==> src/rtl/score_pkg.sv <==
// score_pkg: shared score RAM widths, constants and recorder state encoding
package score_pkg;
    localparam int NOTE_W         = 4;
    localparam int ADDR_W         = 7;
    localparam int TEMPO_W        = 26;
    localparam int SCORE_DEPTH    = 2 ** ADDR_W;
    localparam int COUNT_IN_BEATS = 4;
    localparam logic [NOTE_W-1:0] NOTE_REST = '0;
    typedef enum logic [1:0] {
        S_IDLE   = 2'd0,
        S_RECORD = 2'd1,
        S_DONE   = 2'd2
`ifdef SCORE_RECORDER_COUNT_IN_EN
        , S_COUNT_IN = 2'd3
`endif
    } rec_state_t;
endpackage

==> src/rtl/score_recorder_if.sv <==
// score_recorder_if: score RAM write port (wr_en strobe, wr_addr, wr_data); master drives, slave receives
interface score_recorder_if;
    import score_pkg::*;
    logic              wr_en;
    logic [ADDR_W-1:0] wr_addr;
    logic [NOTE_W-1:0] wr_data;
    modport master (output wr_en, wr_addr, wr_data);
    modport slave  (input  wr_en, wr_addr, wr_data);
endinterface

==> src/rtl/beat_timer.sv <==
// beat_timer: free-running beat counter with a period latched on clr (0 treated as 1)
// Ports: clk, reset_n (async active-low), clr (sync clear + period load), run (count enable),
// period (beat period in clk cycles), tick (high in the last cycle of each period)
module beat_timer
    import score_pkg::*;
(
    input  logic               clk,
    input  logic               reset_n,
    input  logic               clr,
    input  logic               run,
    input  logic [TEMPO_W-1:0] period,
    output logic               tick
);
    logic [TEMPO_W-1:0] period_q, cnt;
    assign tick = run && cnt == period_q - TEMPO_W'(1);
    always_ff @(posedge clk or negedge reset_n) begin
        if (!reset_n) begin
            period_q <= '0;
            cnt      <= '0;
        end else if (clr) begin
            period_q <= (period == '0) ? TEMPO_W'(1) : period;
            cnt      <= '0;
        end else if (run) begin
            cnt <= tick ? '0 : cnt + TEMPO_W'(1);
        end
    end
endmodule

==> src/rtl/score_recorder.sv <==
// score_recorder: quantises detected notes to one code per beat and writes them into the score RAM
// Ports: clk, reset_n (async active-low); start/stop take control pulses; tempo beat period;
// note_in/note_valid pitch-detect input; wr score RAM write port (master);
// beat, recording, done, length status.
// Optional: define SCORE_RECORDER_COUNT_IN_EN for COUNT_IN_BEATS lead-in beats before recording.
module score_recorder
    import score_pkg::*;
(
    input  logic               clk,
    input  logic               reset_n,
    input  logic               start,
    input  logic               stop,
    input  logic [TEMPO_W-1:0] tempo,
    input  logic [NOTE_W-1:0]  note_in,
    input  logic               note_valid,
    score_recorder_if.master   wr,
    output logic               beat,
    output logic               recording,
    output logic               done,
    output logic [ADDR_W:0]    length
);
    localparam logic [ADDR_W-1:0] LAST_ADDR = ADDR_W'(SCORE_DEPTH - 1);
    rec_state_t state, state_nx;
    logic tick, go, run, closing, rec_beat, wr_q, stop_q;
    logic [ADDR_W-1:0] addr;
    logic [NOTE_W-1:0] cap, data_q, sample;
`ifdef SCORE_RECORDER_COUNT_IN_EN
    localparam rec_state_t START_STATE = S_COUNT_IN;
    localparam int CI_W = $clog2(COUNT_IN_BEATS);
    logic [CI_W-1:0] ci_cnt;
    logic ci_last;
    assign run     = state == S_RECORD || state == S_COUNT_IN;
    assign ci_last = tick && ci_cnt == CI_W'(COUNT_IN_BEATS - 1);
    always_ff @(posedge clk or negedge reset_n) begin
        if (!reset_n) ci_cnt <= '0;
        else ci_cnt <= go ? '0 : (state == S_COUNT_IN && tick) ? ci_cnt + CI_W'(1) : ci_cnt;
    end
`else
    localparam rec_state_t START_STATE = S_RECORD;
    assign run = state == S_RECORD;
`endif
    assign go = start && !stop && (state == S_IDLE || state == S_DONE);
    // The take's final write is on the bus: a coinciding beat must not start another write
    assign closing   = wr_q && (addr == LAST_ADDR || stop_q);
    assign beat      = tick && !closing;
    assign rec_beat  = beat && state == S_RECORD;
    // A valid sample on the boundary cycle itself wins over the held capture
    assign sample    = note_valid ? note_in : cap;
    assign recording = state == S_RECORD;
    assign done      = state == S_DONE;
    assign wr.wr_en   = wr_q;
    assign wr.wr_addr = addr;
    assign wr.wr_data = data_q;

    beat_timer u_beat_timer (
        .clk    (clk),
        .reset_n(reset_n),
        .clr    (go),
        .run    (run),
        .period (tempo),
        .tick   (tick)
    );

    always_comb begin
        state_nx = state;
        case (state)
            S_IDLE, S_DONE: state_nx = go ? START_STATE : state;
`ifdef SCORE_RECORDER_COUNT_IN_EN
            S_COUNT_IN:     state_nx = stop ? S_DONE : ci_last ? S_RECORD : S_COUNT_IN;
`endif
            // stop on a boundary lingers one cycle so that beat's write still goes out
            S_RECORD:       state_nx = (closing || (stop && !rec_beat)) ? S_DONE : S_RECORD;
            default:        state_nx = S_IDLE;
        endcase
    end

    always_ff @(posedge clk or negedge reset_n) begin
        if (!reset_n) begin
            state  <= S_IDLE;
            wr_q   <= 1'b0;
            stop_q <= 1'b0;
            data_q <= NOTE_REST;
            cap    <= NOTE_REST;
            addr   <= '0;
            length <= '0;
        end else begin
            state  <= state_nx;
            wr_q   <= rec_beat;
            stop_q <= stop && rec_beat;
            data_q <= rec_beat ? sample : NOTE_REST;
            cap    <= (go || rec_beat) ? NOTE_REST : (recording && note_valid) ? note_in : cap;
            addr   <= go ? '0 : addr + ADDR_W'(wr_q);
            length <= go ? '0 : length + (ADDR_W + 1)'(wr_q);
        end
    end
endmodule

==> src/flat_wrapper.sv <==
// flat-port wrapper written by rule: the top's interface ports become plain ports
module score_recorder_flat import score_pkg::*;
  (clk, reset_n, start, stop, tempo, note_in, note_valid, beat, recording, done, length, wr_wr_en, wr_wr_addr, wr_wr_data);
  score_recorder_if wr_i ();
  input  logic clk;
  input  logic reset_n;
  input  logic start;
  input  logic stop;
  input  logic [TEMPO_W-1:0] tempo;
  input  logic [NOTE_W-1:0] note_in;
  input  logic note_valid;
  output logic beat;
  output logic recording;
  output logic done;
  output logic [ADDR_W:0] length;
  output wire logic [$bits(wr_i.wr_en)-1:0] wr_wr_en;
  output wire logic [$bits(wr_i.wr_addr)-1:0] wr_wr_addr;
  output wire logic [$bits(wr_i.wr_data)-1:0] wr_wr_data;
  assign wr_wr_en = wr_i.wr_en;
  assign wr_wr_addr = wr_i.wr_addr;
  assign wr_wr_data = wr_i.wr_data;
  score_recorder u_core (.clk(clk), .reset_n(reset_n), .start(start), .stop(stop), .tempo(tempo), .note_in(note_in), .note_valid(note_valid), .wr(wr_i), .beat(beat), .recording(recording), .done(done), .length(length));
endmodule
==> config.mk <==
export PLATFORM = sky130hd
export DESIGN_NAME = score_recorder_flat
export DESIGN_NICKNAME = d
export VERILOG_FILES = /design/src/rtl/score_pkg.sv /design/src/rtl/score_recorder_if.sv /design/src/rtl/beat_timer.sv /design/src/rtl/score_recorder.sv /design/src/flat_wrapper.sv
export SDC_FILE = /design/constraint.sdc
export NUM_CORES = 1
export LEC_CHECK = 0
export CORE_MARGIN = 4
export CORE_UTILIZATION = 56
export DETAILED_ROUTE_END_ITERATION = 10
export GPL_TIMING_DRIVEN = 0
export PLACE_DENSITY = 0.81
export SLEW_MARGIN = 10
export SYNTH_ARGS = -nofsm -noshare
export SYNTH_HDL_FRONTEND = slang
export SYNTH_SLANG_ARGS = --single-unit
==> constraint.sdc <==
create_clock -name clk -period 4.69 [get_ports clk]
set_clock_uncertainty 0.05 [all_clocks]
set_input_delay 0.7035 -clock clk [delete_from_list [all_inputs] [get_ports clk]]
set_output_delay 0.7035 -clock clk [all_outputs]
set_load 0.02 [all_outputs]
==> impl_metrics.toml, run 1 <==
[status]
status = "finished, final reports clean"

[power]
combPwrFrac = 0.194
power_leakage_nw = 2.35
clock_power_share = 0.348
p_sw_frac = 0.283
power_density_nw_per_um2 = 319
seq_power_share = 0.458
internal_power_w = 0.00127
ir_drop_uv = 147
p_sw_w = 0.000499

[critical_path]
critPathMaxStageDelay_ps = 590
cpMaxStageDelayCell = "or4_4"
crit_fanout = 7
worstSetupPathType = "register to output pin"
worst-path-stages = 9
r2r_end = "u_core.u_beat_timer.cnt[14]$_DFFE_PN0P_"
start_kind = "register"
timing.rr.start = "u_core.u_beat_timer.period_q[0]$_DFFE_PN0P_"
worstPathBufferInverterCount = 2
critPathCapture = "beat"
endpoint_kind = "output pin"
worst-r2r-cell-count = 10
critPathLaunch = "u_core.u_beat_timer.period_q[0]$_DFFE_PN0P_"
r2r_setup_slack_ps = 780
cp.arrival_ps = 3550
cp_cell_sequence = "inv_1, ha_2, or4b_4, or4_4, o31ai_4, nand4_1, nor4bb_4, and2_1, dlymetal6s2s_1"
required_ps = 3940
worst_path_dominant_cell_family = "simple AND/OR/NAND/NOR gates"

[synthesis]
avgSynthCellArea_sq_um = 9.81
yosysSeqAreaShare = 0.436
synth_edf_count = 0
synth-compound-area-share = 0.0864
syn_area_sq_um = 4530
synth_cell_types = 56
ys_seq_elements = 79
synth_top_cell_by_area = "dfrtp_1"
synth_cells = 462
synth_mux_area_frac = 0.0792
synthSimpleGateAreaFrac = 0.250
yosysWarnings = 0
synth_ff_type = "dfrtp_1"
async_flop_share = 1.00
synth_fa_ha_area_frac = 0.0166
synth_top_family_by_area = "simple AND/OR/NAND/NOR gates"
synth.area.top_cells = "dfrtp_1, xor2_1, mux2_2, xnor2_1, nor2_1"
synth_top_area_share = 0.436
syn-num-nets = 503
synth-xor-area-share = 0.106

[layout]
multi_input_area_sq_um = 2490
nets = 571
fillers = 608
layout-drive-gt1-share = 0.109
final_util = 0.709
area_growth_pct = 22.0
seq_area_sq_um = 1980
diodes = 0

[timing]
fin_crit_sh = 0.917
fin_crit_ps = 4300
setup_viol = 0
worst_slew_pin_slew_ps = 868
clock.fmax_mhz = 233
fin_setup_tns_ps = 0
slew-limit-headroom = 0.417
finalMaxSlewViolations = 0
hold_viol = 0
rsz0062_at_grt = "no"

[job]
maxCapViolations = 0

[routing]
drt_iter0_drc = 265
route.detailed.wl_per_inst_microns = 16.8
routed-via-count = 3779
route.detailed.drc = 0
drt_wl_total_microns = 10700
wirelength_met1_microns = 4770
topRoutingLayerUsed = "met4"
wl_met3_microns = 603
dr_wl_met2_microns = 5140
vias_per_cell = 5.94
ant_nets = 0
first_pass_iters = 4

[global_route]
overflow = 0
grt.total_usage = 0.235
grt_max_degree = 42
antenna_found_initial = 0
grt_pass1_wl_microns = 18400
grt_pass1_vias = 3851

[clocking]
cts_root_buffer = "clkbuf_8"
path_clk_slew_ps = 80
cts_sinks = 79
ctsHtreeMaxLevel = 3
cts_buffers = 9
clock_latency_ps = 350
clockBufferDepth = 2
cts_tree = "built"

[hold_path]
hp-class = "input pin to asynchronous set/reset pin"

[floorplanning]
fp.dieH_microns = 98.0
die-width_microns = 98.0
core-area_sq_um = 7810
ios = 58
rows = 32
die-area_sq_um = 9600
start_util = 0.581

[place]
io_buffers = 56
gp_congestion = 0.871
hpwlAfterDp_microns = 8150
==> power groups by stage <==
stage          combinational, W  clock, W  sequential, W
3_5_place_dp           0.000330         0       0.000820
2_1_floorplan          0.000231         0       0.000798
4_1_cts                0.000341  0.000622       0.000808
6_report               0.000342  0.000615       0.000809
5_1_grt                0.000380  0.000656       0.000819
3_3_place_gp           0.000317         0       0.000819
==> placed cells by master, fill, tap and decap left out, types with 7 or more instances in the layout <==
cell type | netlist | final
nand4_1 | 11 | 11
or3_1 | 9 | 9
and3_1 | 12 | 12
o21ai_0 | 9 | 9
nand2_1 | 30 | 30
xnor2_1 | 22 | 22
mux2_2 | 23 | 23
xor2_1 | 33 | 33
clkdlybuf4s50_1 | 0 | 54
a21oi_1 | 7 | 7
inv_1 | 11 | 11
clkbuf_8 | 0 | 10
clkbuf_1 | 12 | 12
mux2i_1 | 10 | 10
dfrtp_1 | 79 | 79
nor3_1 | 18 | 18
nor4_1 | 11 | 11
nor2b_1 | 15 | 15
nand3_1 | 25 | 25
o21ai_1 | 8 | 8
nor2_1 | 38 | 38
==> sequential cells by signal, indices dropped and copies added (netlist names) <==
signal	cells
u_core.u_beat_timer.cnt	26
u_core.u_beat_timer.period_q	26
u_core.state	2
u_core.length	8
u_core.wr.wr_en	1
u_core.cap	4
u_core.wr.wr_addr	7
u_core.stop_q	1
u_core.wr.wr_data	4
==> synthesized netlist by cell type (5+ instances only) <==
cell / count
a21oi_1: 7
a31oi_1: 6
and3_1: 12
and4_1: 5
clkbuf_1: 12
dfrtp_1: 79
ha_1: 6
inv_1: 11
mux2_2: 23
mux2i_1: 10
nand2_1: 30
nand3_1: 25
nand4_1: 11
nor2_1: 38
nor2b_1: 15
nor3_1: 18
nor4_1: 11
o21ai_0: 9
o21ai_1: 8
or3_1: 9
or4_1: 5
xnor2_1: 22
xor2_1: 33
==> cell families (layout without fill, tap and decap cells) <==
group / count (synthesis) / count (layout)
mux: 33 / 33
simple gates: 204 / 204
xor+xnor: 55 / 55
compound gates: 57 / 57
fa+ha+maj: 6 / 6
flops: 79 / 79
buf+inv: 28 / 100
==> area by class of cell <==
type | instances | area share
Multi-Input combinational cell | 355 | 0.450
Tap cell | 102 | 0.0231
Inverter | 11 | 0.00746
Buffer | 17 | 0.0136
Clock inverter | 5 | 0.0192
Timing Repair Buffer | 57 | 0.105
Clock buffer | 10 | 0.0249
Sequential cell | 79 | 0.357
==> worst reg2reg max path, cell delays in order, from the launching register on <==
cell and delay (ps):
dfrtp_1 440, inv_1 100, ha_2 250, or4b_4 550
or4_4 590, o41ai_2 510, and4bb_1 270, nand4_1 390
nand2b_1 300, buf_2 260, nor2_1 80
==> layer usage <==
layer / track usage / vias to the layer above
met5: 0 / -
met4: 0.0735 / 0
met3: 0.0429 / 14
met2: 0.382 / 91
met1: 0.322 / 1860
li1: - / 1814
==> through the flow <==
step	cell area, sq um	power [W]	std cells	hold slack [ps]	setup WS (ps)
after detailed placement	5240	0.00115	621	474	44.7
after global placement	5220	0.00114	620	468	197
after global routing	5530	0.00186	636	285	224
after CTS	5530	0.00177	636	273	29.1
final	5530	0.00177	636	254	389
after floorplan	4530	0.00103	462	358	1070
==> repair_timing <==
item	in CTS	in global routing
gates resized for setup	7	2
hold buffers	0	0
endpoints found under the hold margin	0	0
setup buffers	0	0
setup endpoints to repair	1	1
==> worst min-delay path by stage <==
stage | endpoint | slack (ps) | cells past startpoint
floorplan | u_core.cap[0]$_DFFE_PN0P_ | 360 | 0
global placement | u_core.wr.wr_data[0]$_DFF_PN0_ | 470 | 2
detailed placement | u_core.u_beat_timer.period_q[25]$_DFFE_PN0P_ | 470 | 1
CTS | u_core.wr.wr_data[3]$_DFF_PN0_ | 270 | 1
global route | u_core.wr.wr_data[3]$_DFF_PN0_ | 280 | 1
finish | u_core.wr.wr_data[3]$_DFF_PN0_ | 250 | 1
No activity file was read; power rests on OpenSTA's default activity.
==> run 2, diff against run 1 <==
--- a/config.mk
+++ b/config.mk
@@ -5,7 +5,7 @@
 export SDC_FILE = /design/constraint.sdc
 export NUM_CORES = 1
 export LEC_CHECK = 0
-export CORE_MARGIN = 4
+export CORE_MARGIN = 2
 export CORE_UTILIZATION = 56
 export DETAILED_ROUTE_END_ITERATION = 10
 export GPL_TIMING_DRIVEN = 0
==> run 2 against run 1 <==
Via count is 1.1% higher. Die area is 8.0% lower. Register-to-register slack better by 60 ps. Largest cell class unchanged. Sequential share of layout area is 0.22 points higher. Largest power group unchanged. Critical path type unchanged.
==> impl_metrics.toml, run 2 (synthesized netlist as in run 1, its figures left out) <==
[critical_path]
worstSetupPathType = "register to output pin"
endpoint_kind = "output pin"
cpMaxStageDelayCell = "or4_4"
cp.arrival_ps = 3500
start_kind = "register"
required_ps = 3940
critPathMaxStageDelay_ps = 590
crit_fanout = 7
cp_cell_sequence = "inv_1, ha_2, or4b_4, or4_4, o31ai_4, nand4_1, nor4bb_4, and2_1, dlymetal6s2s_1"

[layout]
final_cell_mix = "dfrtp_1, clkdlybuf4s50_1, nor2_1"
layout_commonest_cell = "dfrtp_1"
top_regs = "u_core.u_beat_timer.cnt (26), u_core.u_beat_timer.period_q (26), u_core.length (8)"
diodes = 0
layout-drive-gt1-share = 0.108
nets = 571
area_growth_pct = 21.3
postLayoutCellArea_sq_um = 5500

[hold_path]
hp-class = "input pin to asynchronous set/reset pin"

[clocking]
cts_sinks = 79
cts_tree = "built"
post-cts-setup-buffers = 0
clock_latency_ps = 360
path_clk_slew_ps = 90
cts.hold.buffers_added = 0
clockBufferDepth = 2
cts_root_buffer = "clkbuf_8"
ctsHtreeMaxLevel = 3
cts_buffers = 9

[place]
hpwlAfterDp_microns = 8070
dpl_cell_area_sq_um = 5250
gp_congestion = 0.922
io_buffers = 56
post-place-ws_ps = 110

[power]
power_w = 0.00168
seq_power_share = 0.483
power_leakage_nw = 2.34
p_sw_frac = 0.301
internal_power_w = 0.00117
combPwrFrac = 0.204
ir_drop_uv = 148
clock_power_share = 0.313
power_density_nw_per_um2 = 306
p_sw_w = 0.000506

[routing]
route.detailed.drc = 0
routed-via-count = 3820
drt_wl_total_microns = 10800
ant_nets = 0
first_pass_iters = 5
vias_per_cell = 6.00
route.detailed.wl_per_inst_microns = 17.0
drt_iter0_drc = 293

[timing]
fin_crit_sh = 0.907
fin_crit_ps = 4250
rsz0062_at_grt = "no"
setup_slack_ps = 435
fin_setup_tns_ps = 0
setup_viol = 0
slew-limit-headroom = 0.436
clock.fmax_mhz = 235
finalMaxSlewViolations = 0
hold_viol = 0
worst_slew_pin_slew_ps = 839

[global_route]
grt.total_usage = 0.261
overflow = 0
antenna_found_initial = 0
grt_pass1_vias = 3817
grt_max_degree = 68
grt_pass1_wl_microns = 18000

[status]
status = "finished, final reports clean"

[job]
maxCapViolations = 0

[floorplanning]
ios = 58
fp.dieH_microns = 94.0
die-width_microns = 94.0
rows = 32
start_util = 0.584
die-area_sq_um = 8830
core-area_sq_um = 7770
-- run 2: path summary, 6_finish.rpt --
check	start	endpoint	slack, ps	cells past startpoint
min in group clk	u_core.length[7]$_DFF_PN0_	u_core.length[7]$_DFF_PN0_	500	2
min reg2reg	u_core.length[7]$_DFF_PN0_	u_core.length[7]$_DFF_PN0_	500	2
max in group asynchronous	reset_n	u_core.u_beat_timer.cnt[21]$_DFFE_PN0P_	3870	2
max	u_core.u_beat_timer.period_q[0]$_DFFE_PN0P_	beat	440	9
max reg2reg	u_core.u_beat_timer.period_q[0]$_DFFE_PN0P_	u_core.u_beat_timer.cnt[22]$_DFFE_PN0P_	840	10
min	reset_n	u_core.wr.wr_data[0]$_DFF_PN0_	130	1
-- run 2: timing repair --
item,4_1_cts,5_1_grt
setup endpoints to repair,1,1
cloned,0,0
pin swaps,1,0
resized for setup,6,2
-- run 2: worst max-delay path, delay by kind of cell (launching register included) --
| family | cells | cell delay [ps] |
|---|---|---|
| fa+ha+maj | 1 | 260 |
| flops | 1 | 430 |
| simple gates | 5 | 1820 |
| compound gates | 1 | 300 |
| buf+inv | 2 | 330 |
-- run 2: stage by stage --
stage	hold WS (ps)	util	std cells
6_report	131	0.708	637
4_1_cts	138	0.707	637
2_1_floorplan	358	-	462
3_5_place_dp	483	0.676	621
3_3_place_gp	467	0.672	620
5_1_grt	140	0.708	637
-- run 2: metal layers --
layer / vias to the layer above / track usage / share of wire
met3: 22 / 0.0377 / 0.054
met1: 1857 / 0.353 / 0.45
li1: 1817 / - / -
met2: 124 / 0.429 / 0.48
met4: 0 / 0.0918 / 0.017
met5: - / 0 / 0
-- run 2: power groups by stage --
stage / clock (W) / sequential, W / combinational, W
floorplan: 0 / 0.000798 / 0.000231
global placement: 0 / 0.000819 / 0.000315
detailed placement: 0 / 0.000822 / 0.000329
CTS: 0.000530 / 0.000810 / 0.000340
global route: 0.000561 / 0.000820 / 0.000378
finish: 0.000526 / 0.000812 / 0.000343
-- run 2: layout make-up --
| type | instances | area (sq um) |
|---|---|---|
| fillers | 583 | 2270 |
| plain buffers | 17 | 75.1 |
| flip-flops and latches | 79 | 1980 |
| clock buffers | 11 | 151 |
| well taps | 102 | 128 |
| inverters | 11 | 41.3 |
| clock inverters | 5 | 56.3 |
| repair buffers | 57 | 588 |
| multi-input cells | 355 | 2480 |
==> run 3, diff against run 2 <==
--- a/config.mk
+++ b/config.mk
@@ -6,10 +6,10 @@
 export NUM_CORES = 1
 export LEC_CHECK = 0
 export CORE_MARGIN = 2
-export CORE_UTILIZATION = 56
+export CORE_UTILIZATION = 29
 export DETAILED_ROUTE_END_ITERATION = 10
 export GPL_TIMING_DRIVEN = 0
-export PLACE_DENSITY = 0.81
+export PLACE_DENSITY = 0.47
 export SLEW_MARGIN = 10
 export SYNTH_ARGS = -nofsm -noshare
 export SYNTH_HDL_FRONTEND = slang
==> run 3 against run 2 <==
Routed wire length is 10% higher. Clock power is 32% higher. Total power is 10% higher. Maximum frequency is 3.4% lower. Core utilization is 33 points lower. Die area is 89% higher. Count of clock-buffer cells in the layout is 3 higher. Design area is 4.0% higher. Worst setup slack worse by 150 ps. Sequential power hardly changed. Via count is 2.5% lower.
==> impl_metrics.toml, run 3 (synthesized netlist as in run 1, its figures left out) <==
[status]
status = "finished, final reports clean"

[clocking]
cts_sinks = 79
cts_root_buffer = "clkbuf_16"
cts_buffers = 9
clockBufferDepth = 2
clock_latency_ps = 340
path_clk_slew_ps = 60
ctsHtreeMaxLevel = 3
cts_tree = "built"
post-cts-setup-buffers = 0

[layout]
nets = 571
layout-drive-gt1-share = 0.107
top_regs = "u_core.u_beat_timer.cnt (26), u_core.u_beat_timer.period_q (26), u_core.length (8)"
final_cell_mix = "dfrtp_1, clkdlybuf4s50_1, nor2_1"
layout_commonest_cell = "dfrtp_1"
final_util = 0.375
postLayoutCellArea_sq_um = 5720
area_growth_pct = 26.2
diodes = 0

[timing]
slew-limit-headroom = 0.421
fin_crit_sh = 0.939
rsz0062_at_grt = "no"
setup_slack_ps = 286
worst_slew_pin_slew_ps = 863
finalMaxSlewViolations = 0
setup_viol = 0
clock.fmax_mhz = 227
fin_crit_ps = 4400
timing.hold.ws_ps = 196
hold_viol = 0

[routing]
vias_per_cell = 4.99
ant_nets = 0
route.detailed.wl_per_inst_microns = 16.0
route.detailed.drc = 0
drt_wl_total_microns = 11900
drt_iter0_drc = 223
first_pass_iters = 4
routed-via-count = 3723

[floorplanning]
core-area_sq_um = 15300
start_util = 0.297
fp.dieH_microns = 129
rows = 45
die-area_sq_um = 16700
ios = 58
die-width_microns = 129

[place]
gp_congestion = 0.830
dpl_cell_area_sq_um = 5380
post-place-ws_ps = -49.7
hpwlAfterDp_microns = 9170
io_buffers = 56

[critical_path]
crit_fanout = 7
cp_cell_sequence = "inv_1, ha_2, or4b_4, or4_4, o31ai_4, nand4_1, nor4bb_4, and2_1, dlygate4sd2_1"
worstPathBufferInverterCount = 2
worst-r2r-cell-count = 10
timing.rr.start = "u_core.u_beat_timer.period_q[0]$_DFFE_PN0P_"
worst-path-stages = 9
r2r_setup_slack_ps = 710
r2r_end = "u_core.u_beat_timer.cnt[10]$_DFFE_PN0P_"
worst_path_dominant_cell_family = "simple AND/OR/NAND/NOR gates"
start_kind = "register"
required_ps = 3940
endpoint_kind = "output pin"
cp.arrival_ps = 3650
worstSetupPathType = "register to output pin"
critPathMaxStageDelay_ps = 590
cpMaxStageDelayCell = "or4_4"

[global_route]
antenna_found_initial = 0
grt_pass1_vias = 3788
overflow = 0
grt_max_degree = 61
grt_pass1_wl_microns = 19700
grt.total_usage = 0.154

[power]
ir_drop_uv = 163
power_density_nw_per_um2 = 323
power_w = 0.00185
power_leakage_nw = 2.36

[job]
maxCapViolations = 0

[hold_path]
hp-class = "input pin to asynchronous set/reset pin"
==> run 3: what timing repair did <==
item,CTS,global route
setup endpoints to repair,1,0
resized for setup,8,0
hold buffers,0,0
==> run 3: area by class of cell <==
type | count | area [sq um]
Tap cell | 211 | 264
Timing Repair Buffer | 57 | 584
Fill cell | 1533 | 9540
Clock buffer | 14 | 284
Sequential cell | 79 | 1980
Clock inverter | 2 | 12.5
Buffer | 17 | 75.1
Multi-Input combinational cell | 355 | 2480
Inverter | 11 | 41.3
==> run 3: worst reg2reg max path: cells and delay by family (launching register included) <==
| family | cells | cell delay (ps) |
|---|---|---|
| adders and majority gates | 1 | 250 |
| AOI/OAI and AO/OA | 1 | 500 |
| DFF | 1 | 430 |
| buffers and inverters | 2 | 380 |
| and+or+nand+nor | 6 | 2250 |
==> run 3: worst max path at each step <==
stage,startpoint,endpoint,slack (ps)
2_1_floorplan,u_core.u_beat_timer.period_q[0]$_DFFE_PN0P_,beat,1070
3_3_place_gp,reset_n,u_core.u_beat_timer.cnt[18]$_DFFE_PN0P_,-130
3_5_place_dp,u_core.u_beat_timer.period_q[0]$_DFFE_PN0P_,beat,-50
4_1_cts,u_core.u_beat_timer.period_q[0]$_DFFE_PN0P_,beat,260
5_1_grt,u_core.u_beat_timer.period_q[0]$_DFFE_PN0P_,beat,80
6_report,u_core.u_beat_timer.period_q[0]$_DFFE_PN0P_,beat,290
==> run 3: layer usage <==
layer	global-route usage	vias up	routed length [microns]
met1	0.205	1825	5550
met2	0.249	71	5670
met4	0.0684	0	291
li1	-	1810	-
met3	0.0227	17	442
met5	0	-	0
==> run 3: per-stage QoR <==
step	TNS [ps]	cells
after floorplan	0	462
after global placement	-9960	729
after detailed placement	-49.7	730
after CTS	0	746
after global routing	0	746
final	0	746
==> run 3: where the power goes <==
part | internal (W) | switching [W] | leakage (nW) | total [W]
clock | 0.000416 | 0.000276 | 0.145 | 0.000692
combinational | 0.000168 | 0.000176 | 1.18 | 0.000343
sequential | 0.000734 | 0.0000792 | 1.04 | 0.000814
total | 0.00132 | 0.000531 | 2.36 | 0.00185
